$ cat config.mk
export PLATFORM = sky130hd
export DESIGN_NAME = gb_cpu_sequencer
export DESIGN_NICKNAME = d
export VERILOG_FILES = /design/src/rtl/gb_cpu_common_pkg.sv /design/src/rtl/gb_cpu_ctrl_mux.sv /design/src/rtl/gb_cpu_sequencer.sv
export SDC_FILE = /design/constraint.sdc
export NUM_CORES = 1
export LEC_CHECK = 0
export CAP_MARGIN = 20
export CORE_AREA = 2 2 302 304
export CTS_CLUSTER_DIAMETER = 60
export DETAILED_ROUTE_END_ITERATION = 16
export DIE_AREA = 0 0 304 306
export PLACE_DENSITY = 0.3
export SLEW_MARGIN = 25
export SYNTH_ARGS = -nofsm -noshare
export SYNTH_HDL_FRONTEND = slang
export SYNTH_SLANG_ARGS = --single-unit
$ cat constraint.sdc
create_clock -name clk -period 8.1 [get_ports clk]
set_input_delay 1.62 -clock clk [delete_from_list [all_inputs] [get_ports clk]]
set_output_delay 1.62 -clock clk [all_outputs]
set_load 0.02 [all_outputs]
$ cat src/rtl/gb_cpu_common_pkg.sv
// Shared types for the gameboy CPU core: sequencer state, control word layout, default words.
// Latency: n/a (types and pure functions only).
// Backpressure: n/a.
package gb_cpu_common_pkg;

  // Sequencer top-level phase.
  typedef enum logic [1:0] {
    S_FETCH = 2'd0,
    S_EXEC  = 2'd1,
    S_ISR   = 2'd2,
    S_HALT  = 2'd3
  } seq_state_t;

  localparam int CTRL_SIG_W = 64;

  // Datapath control fields carried in one packed control word (64 bits total).
  typedef struct packed {
    logic [7:0] alu_op;
    logic [7:0] reg_src;
    logic [7:0] reg_dst;
    logic [7:0] addr_sel;
    logic [7:0] mem_op;
    logic [7:0] pc_op;
    logic [7:0] sp_op;
    logic [7:0] misc;
  } control_signals_t;

  function automatic logic [CTRL_SIG_W-1:0] pack_ctrl(input control_signals_t c);
    return c;
  endfunction

  function automatic control_signals_t unpack_ctrl(input logic [CTRL_SIG_W-1:0] w);
    return control_signals_t'(w);
  endfunction

  // All-zero words: the datapath decodes zero fields as "read [PC] into IR, PC+1"
  // for fetch and as a no-op for idle.
  localparam logic [CTRL_SIG_W-1:0] DEFAULT_FETCH_CTRL = '0;
  localparam logic [CTRL_SIG_W-1:0] DEFAULT_IDLE_CTRL  = '0;

endpackage

$ cat src/rtl/gb_cpu_ctrl_mux.sv
// Selects one control word out of a flattened array by index; out-of-range index yields zero.
// Latency: combinational.
// Backpressure: none.
// Ports: words (N_ENTRIES*CTRL_W flattened, entry i at [i*CTRL_W +: CTRL_W]), sel (index), word (selected).
module gb_cpu_ctrl_mux #(
  parameter int N_ENTRIES = 6,
  parameter int CTRL_W    = 64,
  parameter int IDX_W     = 3
) (
  input  logic [N_ENTRIES*CTRL_W-1:0] words,
  input  logic [IDX_W-1:0]            sel,
  output logic [CTRL_W-1:0]           word
);

  always_comb begin
    word = '0;
    for (int i = 0; i < N_ENTRIES; i++) begin
      if (sel == IDX_W'(i)) word = words[i*CTRL_W +: CTRL_W];
    end
  end

endmodule

$ cat src/rtl/gb_cpu_sequencer.sv
// M-cycle sequencer: steps opcode schedules, issues fetch/idle/ISR words, handles prefix, HALT, IRQ.
// Latency: ctrl_next/halted/instr_done combinational from registered state; step/flags registered.
// Backpressure: stall=1 freezes all state so ctrl_next repeats; reset dominates stall.
// Ports: clk, reset (sync, active-high), stall; sched_ctrl/len/prefix/halt and cond_fail from decoder;
//        isr_ctrl dispatch words; irq_pending/irq_enable; ctrl_next, step, prefix_active,
//        isr_active, halted, instr_done to datapath/decoder.
module gb_cpu_sequencer
  import gb_cpu_common_pkg::*;
#(
  parameter int                MAX_M_CYCLES = 6,
  parameter int                CYC_W        = $clog2(MAX_M_CYCLES + 1),
  parameter int                CTRL_W       = 64,
  parameter int                ISR_M_CYCLES = 5,
  parameter logic [CTRL_W-1:0] FETCH_CTRL   = CTRL_W'(DEFAULT_FETCH_CTRL),
  parameter logic [CTRL_W-1:0] IDLE_CTRL    = CTRL_W'(DEFAULT_IDLE_CTRL)
) (
  input  logic                             clk,
  input  logic                             reset,
  input  logic                             stall,
  input  logic [MAX_M_CYCLES*CTRL_W-1:0]   sched_ctrl,
  input  logic [CYC_W-1:0]                 sched_len,
  input  logic                             sched_prefix,
  input  logic                             sched_halt,
  input  logic                             cond_fail,
  input  logic [ISR_M_CYCLES*CTRL_W-1:0]   isr_ctrl,
  input  logic                             irq_pending,
  input  logic                             irq_enable,
  output logic [CTRL_W-1:0]                ctrl_next,
  output logic [CYC_W-1:0]                 step,
  output logic                             prefix_active,
  output logic                             isr_active,
  output logic                             halted,
  output logic                             instr_done
);

  seq_state_t        state, state_nxt;
  logic [CYC_W-1:0]  step_nxt;
  logic              prefix_nxt, isr_nxt;

  logic [CTRL_W-1:0] exec_word, isr_word;
  logic [CYC_W-1:0]  len_clamp, len_eff;
  logic              exec_final, isr_final, irq_take;

  gb_cpu_ctrl_mux #(
    .N_ENTRIES (MAX_M_CYCLES),
    .CTRL_W    (CTRL_W),
    .IDX_W     (CYC_W)
  ) u_sched_mux (
    .words (sched_ctrl),
    .sel   (step),
    .word  (exec_word)
  );

  gb_cpu_ctrl_mux #(
    .N_ENTRIES (ISR_M_CYCLES),
    .CTRL_W    (CTRL_W),
    .IDX_W     (CYC_W)
  ) u_isr_mux (
    .words (isr_ctrl),
    .sel   (step),
    .word  (isr_word)
  );

  // Effective length: clamp to MAX_M_CYCLES, and treat zero as a single step so the
  // instruction always completes.
  always_comb begin
    if (sched_len > CYC_W'(MAX_M_CYCLES)) len_clamp = CYC_W'(MAX_M_CYCLES);
    else                                   len_clamp = sched_len;
    len_eff = (len_clamp == '0) ? CYC_W'(1) : len_clamp;
  end

  // >= rather than == keeps step bounded even if the decoder shrinks sched_len mid-instruction.
  assign exec_final = (step >= len_eff - CYC_W'(1)) || cond_fail;
  assign isr_final  = (step == CYC_W'(ISR_M_CYCLES - 1));
  assign irq_take   = irq_pending && irq_enable;

  always_comb begin
    state_nxt  = state;
    step_nxt   = step;
    prefix_nxt = prefix_active;
    isr_nxt    = isr_active;
    ctrl_next  = FETCH_CTRL;
    instr_done = 1'b0;
    halted     = 1'b0;
    case (state)
      S_FETCH: begin
        ctrl_next = FETCH_CTRL;
        state_nxt = S_EXEC;
        step_nxt  = '0;
      end
      S_EXEC: begin
        ctrl_next = exec_word;
        if (exec_final) begin
          instr_done = 1'b1;
          step_nxt   = '0;
          // A prefix byte arms the prefixed page; any other final step disarms it.
          prefix_nxt = sched_prefix;
          // Prefix wins over IRQ so dispatch never splits a prefix from its opcode.
          if (sched_prefix)    state_nxt = S_FETCH;
          else if (sched_halt) state_nxt = S_HALT;
          else if (irq_take) begin
            state_nxt = S_ISR;
            isr_nxt   = 1'b1;
          end
          else                 state_nxt = S_FETCH;
        end else begin
          step_nxt = step + CYC_W'(1);
        end
      end
      S_ISR: begin
        ctrl_next = isr_word;
        if (isr_final) begin
          instr_done = 1'b1;
          state_nxt  = S_FETCH;
          step_nxt   = '0;
          isr_nxt    = 1'b0;
        end else begin
          step_nxt = step + CYC_W'(1);
        end
      end
      S_HALT: begin
        ctrl_next = IDLE_CTRL;
        halted    = 1'b1;
        step_nxt  = '0;
        if (irq_pending) begin
          // With IME clear the CPU just wakes and resumes fetching.
          if (irq_enable) begin
            state_nxt = S_ISR;
            isr_nxt   = 1'b1;
          end else begin
            state_nxt = S_FETCH;
          end
        end
      end
      default: begin
        state_nxt = S_FETCH;
        step_nxt  = '0;
      end
    endcase
  end

  always_ff @(posedge clk) begin
    if (reset) begin
      state         <= S_FETCH;
      step          <= '0;
      prefix_active <= 1'b0;
      isr_active    <= 1'b0;
    end else if (!stall) begin
      state         <= state_nxt;
      step          <= step_nxt;
      prefix_active <= prefix_nxt;
      isr_active    <= isr_nxt;
    end
  end

endmodule
# [Word level (Yosys, flattened, before mapping)]
# Index checks and enable logic that the tools add are counted.
[word_totals] register_bits=7 in_bits=715 output_inout_bits=71 elab_cells=71
[op_classes] add_sub_neg=2 order_cmp=2 eq_ne=15 mux=37 n_bitwise=1 n_reduce_logical=10
[ops] op="$mux 64" count=11
[ops] op="$pmux 64 s3" count=1
[ops] op="$mux 2" count=7
[ops] op="$ne 2x2->1 const B" count=7
[ops] op="$mux 3" count=4
[ops] op="$mux 1" count=10
[ops] op="$pmux 3 s3" count=1
[ops] op="$reduce_and 9->1" count=1
[ops] op="$pmux 2 s4" count=1
[ops] op="$eq 3x2->1 const B" count=2
[ops] op="$eq 3x3->1 const B" count=2
[ops] op="$logic_not 3->1" count=2
[ops] op="$eq 2x2->1 const B" count=2
[ops] op="$reduce_and 4->1" count=1
[ops] op="$add 3x1->3 const B" count=1
[ops] op="$eq 3x1->1 const B" count=1
[ops] op="$ge 3x3->1" count=1
[ops] op="$gt 3x3->1 const B" count=1
[ops] op="$pmux 1 s3" count=1
[ops] op="$reduce_and 3->1" count=1
[ops] op="$reduce_bool 3->1" count=1
[ops] op="$sub 3x1->3 const B" count=1
[ops] op="$eq 2x1->1 const B" count=1
[ops] op="$logic_not 2->1" count=1
[ops] op="5 further kinds" count=5

# [Logic depth before layout (Yosys ltp)]
# Gate-level depths: netlist of the first run.
[logic_depth] ltp_word=9 ltp_mapped=11 depth_no_buf=11

# [Cells and area by module]
# A second synthesis of the first run with hierarchy kept.
[hier_totals] cells_unflattened=1063 area_unflattened_um2=7882.6
[by_module_without_submodules] module="gb_cpu_ctrl_mux (u_sched_mux)" n_inst=1 cells_per_inst=443 area_each_um2=3833.7 seq_area_each_um2=0.0
[by_module_without_submodules] module="gb_cpu_ctrl_mux (u_isr_mux)" n_inst=1 cells_per_inst=373 area_each_um2=2597.5 seq_area_each_um2=0.0
[by_module_without_submodules] module="gb_cpu_sequencer" n_inst=1 cells_per_inst=247 area_each_um2=1451.4 seq_area_each_um2=140.1

# [Worst setup path before layout of the first run]
# OpenSTA, ideal clock, no wires.
[synth_timing] path_type="input -> output" from="input port sched_len[0]" to="output port instr_done" arrival_ns=3.099 path_slack_ns=3.381 path_stages=10 n_path_buf=0 cell_sequence="inv_1 a21oi_1 a21oi_1 ha_1 xnor2_1 ha_1 nand2_1 o21ai_0 a21oi_1 nor2b_1"
[synth_via] elab_chain_len=9
[synth_rtl] item="start: declaration" line="gb_cpu_sequencer.sv:21" text="input logic [CYC_W-1:0] sched_len,"
[synth_rtl] item="$gt 3x3->1" line="gb_cpu_sequencer.sv:67" text="if (sched_len > CYC_W'(MAX_M_CYCLES)) len_clamp = CYC_W'(MAX_M_CYCLES);"
[synth_rtl] item="$mux 3 *" line="gb_cpu_sequencer.sv:67"
[synth_rtl] item="$logic_not 3->1" line="gb_cpu_sequencer.sv:69" text="len_eff = (len_clamp == '0) ? CYC_W'(1) : len_clamp;"
[synth_rtl] item="$mux 3 *" line="gb_cpu_sequencer.sv:69"
[synth_rtl] item="$sub 3x1->3 *" line="gb_cpu_sequencer.sv:73" text="assign exec_final = (step >= len_eff - CYC_W'(1)) || cond_fail;"
[synth_rtl] item="$ge 3x3->1 *" line="gb_cpu_sequencer.sv:73"
[synth_rtl] item="$logic_or 1x1->1 *" line="gb_cpu_sequencer.sv:73"
[synth_rtl] item="$mux 1 *" line="gb_cpu_sequencer.sv:93" text="if (exec_final) begin"
[synth_rtl] item="$pmux 1 s2 *" line="gb_cpu_sequencer.sv:85" text="case (state)"
[synth_rtl] item="end: declaration" line="gb_cpu_sequencer.sv:33" text="output logic instr_done"
# Mark *: on every way between the ends. The rest lies on a longest branch, timed or not.

# [Final worst setup path of the first run]
[layout_timing] from="register step[1]" to="output port ctrl_next[57]"
[layout_via] elab_chain_len=8
[layout_rtl] item="start: declaration" line="gb_cpu_sequencer.sv:29" text="output logic [CYC_W-1:0] step,"
[layout_rtl] item="start signal: assignment" line="gb_cpu_sequencer.sv:150" text="step <= step_nxt;"
[layout_rtl] item="$logic_not 3->1" line="gb_cpu_ctrl_mux.sv:18" text="if (sel == IDX_W'(i)) word = words[i*CTRL_W +: CTRL_W];"
[layout_rtl] item="$mux 64 (6 in series)" line="gb_cpu_ctrl_mux.sv:18"
[layout_rtl] item="$pmux 64 s3 *" line="gb_cpu_sequencer.sv:85"
[layout_rtl] item="end: declaration" line="gb_cpu_sequencer.sv:28" text="output logic [CTRL_W-1:0] ctrl_next,"
# Marks and branches as above.

==> impl_metrics.ini, run 1 <==
[run_status]
status = finished clean

[cells_and_area]
final_common_cell = clkdlybuf4s50_1
final_cell_mix = clkdlybuf4s50_1 (785), o21ai_0 (176), a21oi_1 (133)
multi_input_comb_area_mm2 = 0.006452
area_growth_pct = 123.8
seq_area_um2 = 143.9
utilization = 0.1831
drive_gt1_frac = 0.03743
fill_cells = 10160
fin_nets = 2599

[setup_path]
start_kind = flop
critical_path_arrival_ps = 4470
crit_cells = 8
end_kind = primary output
crit_type = flop to primary output
crit_buf_inv = 2
max_stage_delay_ps = 910
crit_start = step[1]$_SDFFE_PP0N_
crit_slowest_cell = clkinv_2
required_ps = 6480
r2r-start = step[0]$_SDFFE_PP0N_
cpMostUsedCell = o22ai_1
crit_family = buffers and inverters
reg2reg_depth = 9
cp_max_fo = 45
cp_cell_sequence = ha_1 -> ha_4 -> clkinv_2 -> o221ai_1 -> o22ai_1 -> a211oi_1 -> o22ai_1 -> clkdlybuf4s50_1

[clocking]
cts_buffer_depth = 2
cts.repair.resized = 0
clkTransAtPathRegs_ps = 40
cts.sinks = 7
post_cts_buffers = 0
cts_tree = yes
cts-hold-fix-buffers = 0
clockRootBuffer = clkbuf_16
clkLatencyLatePin_ps = 230
cts_inserted_buffers = 3
cts_max_level = 1

[logic_synthesis]
synth_compound_area_frac = 0.6750
synthTopCellsByArea = o21ai_0 (12%), a221oi_1 (11%), a21oi_1 (9.1%)
synthFlopType = dfxtp_1
synth_top_family_by_area = compound AO/OA/AOI/OAI gates
ys_warn_count = 0
synth.area.mux_share = 0.002731
syn_area_mm2 = 0.007330
ys_seq_elements = 7
synth-simple-area-share = 0.1676
synthDistinctLibCells = 44
syn_nets = 1934
async_reset_ff_frac = 0
synth_cells = 1206
syn_avg_cell_area_um2 = 6.078
synth_enable_flop_cells = 0
yosysTopAreaCell = o21ai_0
synth_xor_area_frac = 0.001195
synth_top_area_frac = 0.1202
seq_area_frac_synth = 0.01912
synth_fa_ha_area_frac = 0.02219

[global_route]
antenna_found_initial = 15
grt_usage = 0.1615
grt-ovfl-total = 0
grt_max_degree = 77
grt_pass1_wl_um = 110100
grt_pass1_vias = 14130

[die]
core-area_mm2 = 0.08960
start_util = 0.08180
ios = 786
die-area_mm2 = 0.09302
dieHeight_um = 306
die_x_um = 304
rows = 110

[sta]
slew_headroom = 0.2771
rsz0062_at_grt = no
fin_crit_sh = 0.7514
layout_min_cycle_time_ps = 6086
hold_viol_final = 0
worst_pin_slew_ps = 1084
drv_slew = 0
finalSetupViolCount = 0
skew_ps = 0.9626
holdWs_ps = 495.7
fmax_mhz = 164.3
tns_ps = 0

[drt]
ant_nets = 0
drc = 0
drt_iter0_markers = 710
wl_per_cell_um = 26.17
route.vias.total = 13150
dr.pass1.iters = 5
drt-total-wl_um = 79890
avgViaCountPerCell = 4.308

[worst_hold_path]
hold_depth = 2
holdCritStartpoint = state[1]$_SDFFE_PP0P_
hp-class = flop to flop

[run]
max-cap-violations = 0

[power_and_ir_drop]
p_per_area_mw_per_mm2 = 54.77
fin_total_pwr_uw = 898.5
peakVddDrop_v = 0.00004737
p_leak_nw = 5.237

[place]
io_buffers = 785
gp_congestion = 0.8591
dp_hpwl_um = 63160
==> layer usage <==
| metal | global-route usage | part of all wire | vias to the layer above |
|---|---|---|---|
| met5 | 0 | 0.00094 | - |
| met4 | 0.02696 | 0.017 | 10 |
| met3 | 0.03657 | 0.068 | 62 |
| met2 | 0.3053 | 0.52 | 617 |
| met1 | 0.1858 | 0.40 | 6381 |
| li1 | - | - | 6082 |
==> stage by stage <==
step	std cells	worst slack [ps]	instance area, um2
after global routing	3050	1807	16400
after detailed placement	3042	2086	16310
after floorplan	1206	3381	7330
after global placement	3042	1968	16310
final	3053	2014	16410
after CTS	3046	1888	16390
==> path summary, 6_finish.rpt <==
check	slack, ps	endpoint
max	2010	ctrl_next[57]
min	500	state[1]$_SDFFE_PP0P_
max reg2reg	5480	state[0]$_SDFFE_PP0P_
min reg2reg	500	state[1]$_SDFFE_PP0P_
==> final cells by class <==
class | instances | share of cell area
Antenna cell | 7 | 0.001068
Multi-Input combinational cell | 1026 | 0.3933
Timing Repair Buffer | 822 | 0.4997
Sequential cell | 7 | 0.008771
Inverter | 11 | 0.002669
Tap cell | 1176 | 0.08969
Clock buffer | 4 | 0.004805
==> logic make-up after synthesis <==
family                   after synthesis
AND/OR/NAND/NOR                      269
flip-flops                             7
buffers and inverters                173
adder cells (fa/ha/maj)               13
multiplexers                           2
AO/OA/AOI/OAI                        741
XOR/XNOR                               1
==> power breakdown <==
group | internal [mW] | switching, mW | leakage, nW
Sequential | 0.0357 | 0.00151 | 0.0577
Combinational | 0.465 | 0.314 | 5.14
Clock | 0.0654 | 0.0173 | 0.0382
==> tightest hold or removal path, delay by kind of cell, from the launching register on <==
family	cells	cell delay, ps
DFF	1	330
and+or+nand+nor	1	60
AOI/OAI and AO/OA	1	50
==> cell usage after synthesis (4+ instances only) <==
library cell  instances
buf_2                54
buf_4                10
nand2b_1             47
a22oi_1              65
clkbuf_1             82
nor2_1               70
o21ai_1              39
a2bb2oi_1            21
dfxtp_1               7
nor3_1               42
o221ai_1             21
o22ai_1              42
o21a_1               42
nor2b_1               4
buf_1                 7
a221oi_2             14
nand2_1              95
a22o_1               21
a211oi_1             65
ha_1                 13
a221oi_1             91
buf_6                 9
inv_1                 9
a21oi_1             133
o21ai_0             176
==> flip-flops by register name, indices dropped and copies added (netlist names) <==
name and count:
state 2, prefix_active 1, isr_active 1, step 3
Note: power is estimated with default switching activity, not from simulation.
==> run 2, diff against run 1 <==
Settings changed: CORE_AREA 2 2 302 304 to 2 2 310 312, DIE_AREA 0 0 304 306 to 0 0 312 314.
Clock period 8.1 ns to 5 ns, I/O delays scaled along.
==> run 2 against run 1 <==
Effect of this change:
- critical endpoint is now instr_done
- worst hold slack better by 3.4 ps
- largest cell class unchanged
- via count is 0.90% higher
- critical path depth is 4 higher
- clock-buffer cell count stayed put
- critical path type is now input pin to primary output
- largest power group unchanged
- combinational power is 64% higher
==> impl_metrics.ini, run 2 (same netlist as run 1, synthesis figures left out) <==
[setup_path]
critical_path_arrival_ps = 3790
cp_cell_sequence = clkdlybuf4s50_1 -> inv_1 -> a21oi_1 -> a21oi_1 -> ha_1 -> xnor2_1 -> ha_1 -> a211oi_1 -> o21ai_0 -> a21oi_1 -> nor2b_1 -> clkdlybuf4s50_1
max_stage_delay_ps = 580
crit_slowest_cell = clkdlybuf4s50_1
r2r_end = state[0]$_SDFFE_PP0P_
regToRegSetupSlack_ps = 2580
end_kind = primary output
crit_buf_inv = 3
cpMostUsedCell = a21oi_1
cp_max_fo = 2
start_kind = input pin
reg2reg_depth = 7
required_ps = 4000
r2r-start = step[2]$_SDFFE_PP0N_
crit_family = buffers and inverters
crit_type = input pin to primary output

[die]
start_util = 0.07761
core-area_mm2 = 0.09445
ios = 786
die-area_mm2 = 0.09797
dieHeight_um = 314
die_x_um = 312
rows = 113

[clocking]
clkTransAtPathRegs_ps = 40
cts_tree = yes
cts.repair.resized = 0
cts_buffer_depth = 2
cts_max_level = 1
clkLatencyLatePin_ps = 230
cts-hold-fix-buffers = 0
cts_inserted_buffers = 3
cts.sinks = 7
post_cts_buffers = 0
clockRootBuffer = clkbuf_16

[place]
io_buffers = 785
dp_hpwl_um = 63460
gp_congestion = 0.8883
place_area_mm2 = 0.01669

[cells_and_area]
drive_gt1_frac = 0.04873
largest_reg_flops = 3
final_common_cell = clkdlybuf4s50_1
utilization = 0.1778
top_register = step
design_area_mm2 = 0.01679
top_regs = step x3, state x2
area_growth_pct = 129.1
fin_nets = 2617
final_cell_mix = clkdlybuf4s50_1 (782), o21ai_0 (176), a21oi_1 (133)

[sta]
finalSetupViolCount = 0
skew_ps = 1.193
tns_ps = 0
hold_viol_final = 0
layout_min_cycle_time_ps = 4789
slew_headroom = 0.4043
fin_crit_sh = 0.9578
worst_pin_slew_ps = 891.4
rsz0062_at_grt = no
drv_slew = 0
fmax_mhz = 208.8

[power_and_ir_drop]
p_per_area_mw_per_mm2 = 87.90
peakVddDrop_v = 0.00005958
p_leak_nw = 5.380

[worst_hold_path]
hp-class = flop to flop
holdCritStartpoint = isr_active$_SDFFE_PP0P_
hold_depth = 2
holdPathEnd = isr_active$_SDFFE_PP0P_

[global_route]
grt_max_degree = 110
grt_pass1_vias = 14060
grt-ovfl-total = 0
antenna_found_initial = 18
grt_pass1_wl_um = 111800
grt_usage = 0.1566

[drt]
avgViaCountPerCell = 4.198
drt_iter0_markers = 775
drt-total-wl_um = 81670
route.vias.total = 13270
dr.pass1.iters = 5
drc = 0
ant_nets = 0
wl_per_cell_um = 25.84

[run_status]
status = finished clean

[run]
max-cap-violations = 0
-- run 2: how the worst max path moves through the flow --
stage / startpoint / end / slack [ps] / depth (start not counted)
finish: sched_len[0] / instr_done / 210 / 12
global placement: sched_len[0] / instr_done / 110 / 12
CTS: sched_len[0] / instr_done / 160 / 12
global route: sched_len[0] / instr_done / 20 / 12
detailed placement: sched_len[0] / instr_done / 190 / 12
floorplan: step[2]$_SDFFE_PP0N_ / ctrl_next[24] / 1470 / 10
-- run 2: where the power goes --
group,switching (mW),internal [mW],total (mW)
combinational,0.513,0.764,1.28
sequential,0.00229,0.0577,0.0600
clock,0.0317,0.106,0.138
-- run 2: final cells by class --
class	instances	area (um2)
Fill cell	10830	77660
Timing Repair Buffer	840	8463
Multi-Input combinational cell	1026	6455
Tap cell	1265	1583
Sequential cell	7	143.9
Clock buffer	4	78.83
Inverter	11	45.04
Antenna cell	8	20.02
-- run 2: routing by layer --
metal	wire length (um)	GRT usage	up-vias	part of all wire
met5	92	0	-	0.0011
met4	1265	0.02437	14	0.015
met3	5854	0.03682	56	0.072
met2	41240	0.2869	617	0.50
met1	33210	0.1875	6453	0.41
li1	-	-	6130	-
-- run 2: per-stage QoR --
step	hold slack [ps]	std cells	power, mW	setup WS (ps)
final	499.1	3161	1.476	211.0
after floorplan	469.2	1206	0.4702	1470
after CTS	498.5	3153	1.493	163.3
after global routing	524.2	3157	1.569	19.95
after detailed placement	493.4	3149	1.346	190.9
after global placement	484.6	3149	1.349	113.6
-- run 2: worst min-delay path: cells and delay by family (launching register included) --
kind             cells  cell delay, ps
flip-flops           1             310
AO/OA/AOI/OAI        1              60
AND/OR/NAND/NOR      1              80
==> run 3, diff against run 2 <==
Settings changed: CORE_AREA 2 2 310 312 to 2 2 303 305, DIE_AREA 0 0 312 314 to 0 0 305 307.
Clock period 5 ns to 5.3 ns, I/O delays scaled along.
==> run 3 against run 2 <==
Effect of this change:
- non-clock buffer count decreased by 2
- clock power decreased by 7%
- setup slack improved by 120 ps
- combinational power decreased by 7%
- final cell count decreased by 2.6%
- die area decreased by 4.4%
- cell area decreased by 0.51%
- clock skew decreased by 0.85 ps
- critical path type unchanged
- largest cell class unchanged
- highest routed layer unchanged
==> impl_metrics.ini, run 3 (same netlist as run 1, synthesis figures left out) <==
[clocking]
post_cts_buffers = 0
cts_buffer_depth = 2
clkTransAtPathRegs_ps = 40
clockRootBuffer = clkbuf_16
cts_max_level = 1
cts_inserted_buffers = 3
clkLatencyLatePin_ps = 230
cts.sinks = 7
cts-hold-fix-buffers = 0
cts.repair.resized = 0
cts_tree = yes

[sta]
fin_crit_sh = 0.9378
rsz0062_at_grt = no
drv_slew = 0
skew_ps = 0.3464
worst_pin_slew_ps = 975.7
fmax_mhz = 201.2
finalSetupViolCount = 0
layout_min_cycle_time_ps = 4970
hold_viol_final = 0
slew_headroom = 0.3496
tns_ps = 0

[global_route]
grt_pass1_vias = 14240
antenna_found_initial = 17
grt_max_degree = 83
grt_pass1_wl_um = 111600
grt_usage = 0.1636
grt-ovfl-total = 0

[cells_and_area]
fin_nets = 2615
area_growth_pct = 127.9
finalNonFillerCells = 3079
final_cell_mix = clkdlybuf4s50_1 (781), o21ai_0 (176), a21oi_1 (133)
largest_reg_flops = 3
final_common_cell = clkdlybuf4s50_1
fill_cells = 10310
top_regs = step x3, state x2
drive_gt1_frac = 0.04825
top_register = step

[die]
dieHeight_um = 307
die_x_um = 305
start_util = 0.08082
rows = 111
ios = 786
core-area_mm2 = 0.09069
die-area_mm2 = 0.09364

[run_status]
status = finished clean

[setup_path]
r2r-start = step[0]$_SDFFE_PP0N_
start_kind = input pin
required_ps = 4240
cp_max_fo = 2
crit_start = sched_len[0]
crit_type = input pin to primary output
critical_path_arrival_ps = 3910
end_kind = primary output

[drt]
drt_iter0_markers = 838
wl_per_cell_um = 26.46
avgViaCountPerCell = 4.323
dr.pass1.iters = 6
ant_nets = 0
drc = 0
drt-total-wl_um = 81460
route.vias.total = 13310

[run]
max-cap-violations = 0

[worst_hold_path]
hp-class = flop to flop
holdCritStartpoint = isr_active$_SDFFE_PP0P_

[power_and_ir_drop]
fin_total_pwr_mw = 1.378
p_per_area_mw_per_mm2 = 82.48
peakVddDrop_v = 0.00004633
p_leak_nw = 5.387

[place]
dp_hpwl_um = 63200
dp_cells = 3068
gp_congestion = 0.8733
io_buffers = 785
run 3: cell types whose count changed in the layout (fill, tap and decap cells not counted), sizes merged:
| cell | change |
|---|---|
| diode | -1 |
| inv | +1 |
| clkinv | -1 |
| clkdlybuf4s50 | -1 |
| buf | -1 |
run 3: area by class of cell:
cell class,instances,area [um2],share of cell area
flip-flops and latches,7,143.9,0.008614
repair buffers,838,8471,0.5071
diodes,7,17.52,0.001049
clock buffers,4,78.83,0.004719
multi-input cells,1026,6462,0.3869
well taps,1186,1484,0.08884
inverters,11,46.29,0.002772
run 3: stage by stage:
| stage | hold slack (ps) | cell area, um2 | worst slack [ps] | util |
|---|---|---|---|---|
| 2_1_floorplan | 469.2 | 7330 | 1701 | - |
| 3_3_place_gp | 483.0 | 16610 | 214.4 | 0.1831 |
| 3_5_place_dp | 489.5 | 16610 | 288.7 | 0.1831 |
| 4_1_cts | 504.4 | 16690 | 283.4 | 0.1840 |
| 5_1_grt | 535.4 | 16690 | 97.20 | 0.1841 |
| 6_report | 505.2 | 16700 | 329.6 | 0.1842 |
run 3: final timing paths:
kind | to | slack, ps | depth (start not counted)
worst max-delay path | instr_done | 330 | 12
worst min-delay path | isr_active$_SDFFE_PP0P_ | 510 | 2
worst max register to register | step[2]$_SDFFE_PP0N_ | 2830 | 8
worst min register to register | isr_active$_SDFFE_PP0P_ | 510 | 2
run 3: critical path, stage by stage:
cell	delay (ps)
clkdlybuf4s50_1	500
inv_1	50
a21oi_1	140
a21oi_1	90
ha_1	220
xnor2_1	130
ha_1	290
a211oi_1	300
o21ai_0	210
a21oi_1	260
nor2b_1	80
clkdlybuf4s50_1	580
run 3: report_power, final:
group	leakage [nW]	switching [mW]	total (mW)	internal, mW
Clock	0.0382	0.0293	0.129	0.100
Sequential	0.0577	0.00194	0.0564	0.0545
Combinational	5.29	0.474	1.19	0.718
Total	5.39	0.505	1.38	0.872
run 3: routing by layer:
layer / global-route usage / wire length, um
met3: 0.03990 / 5828
met5: 0 / 129
met4: 0.02406 / 1110
met2: 0.3057 / 42150
met1: 0.1904 / 32240
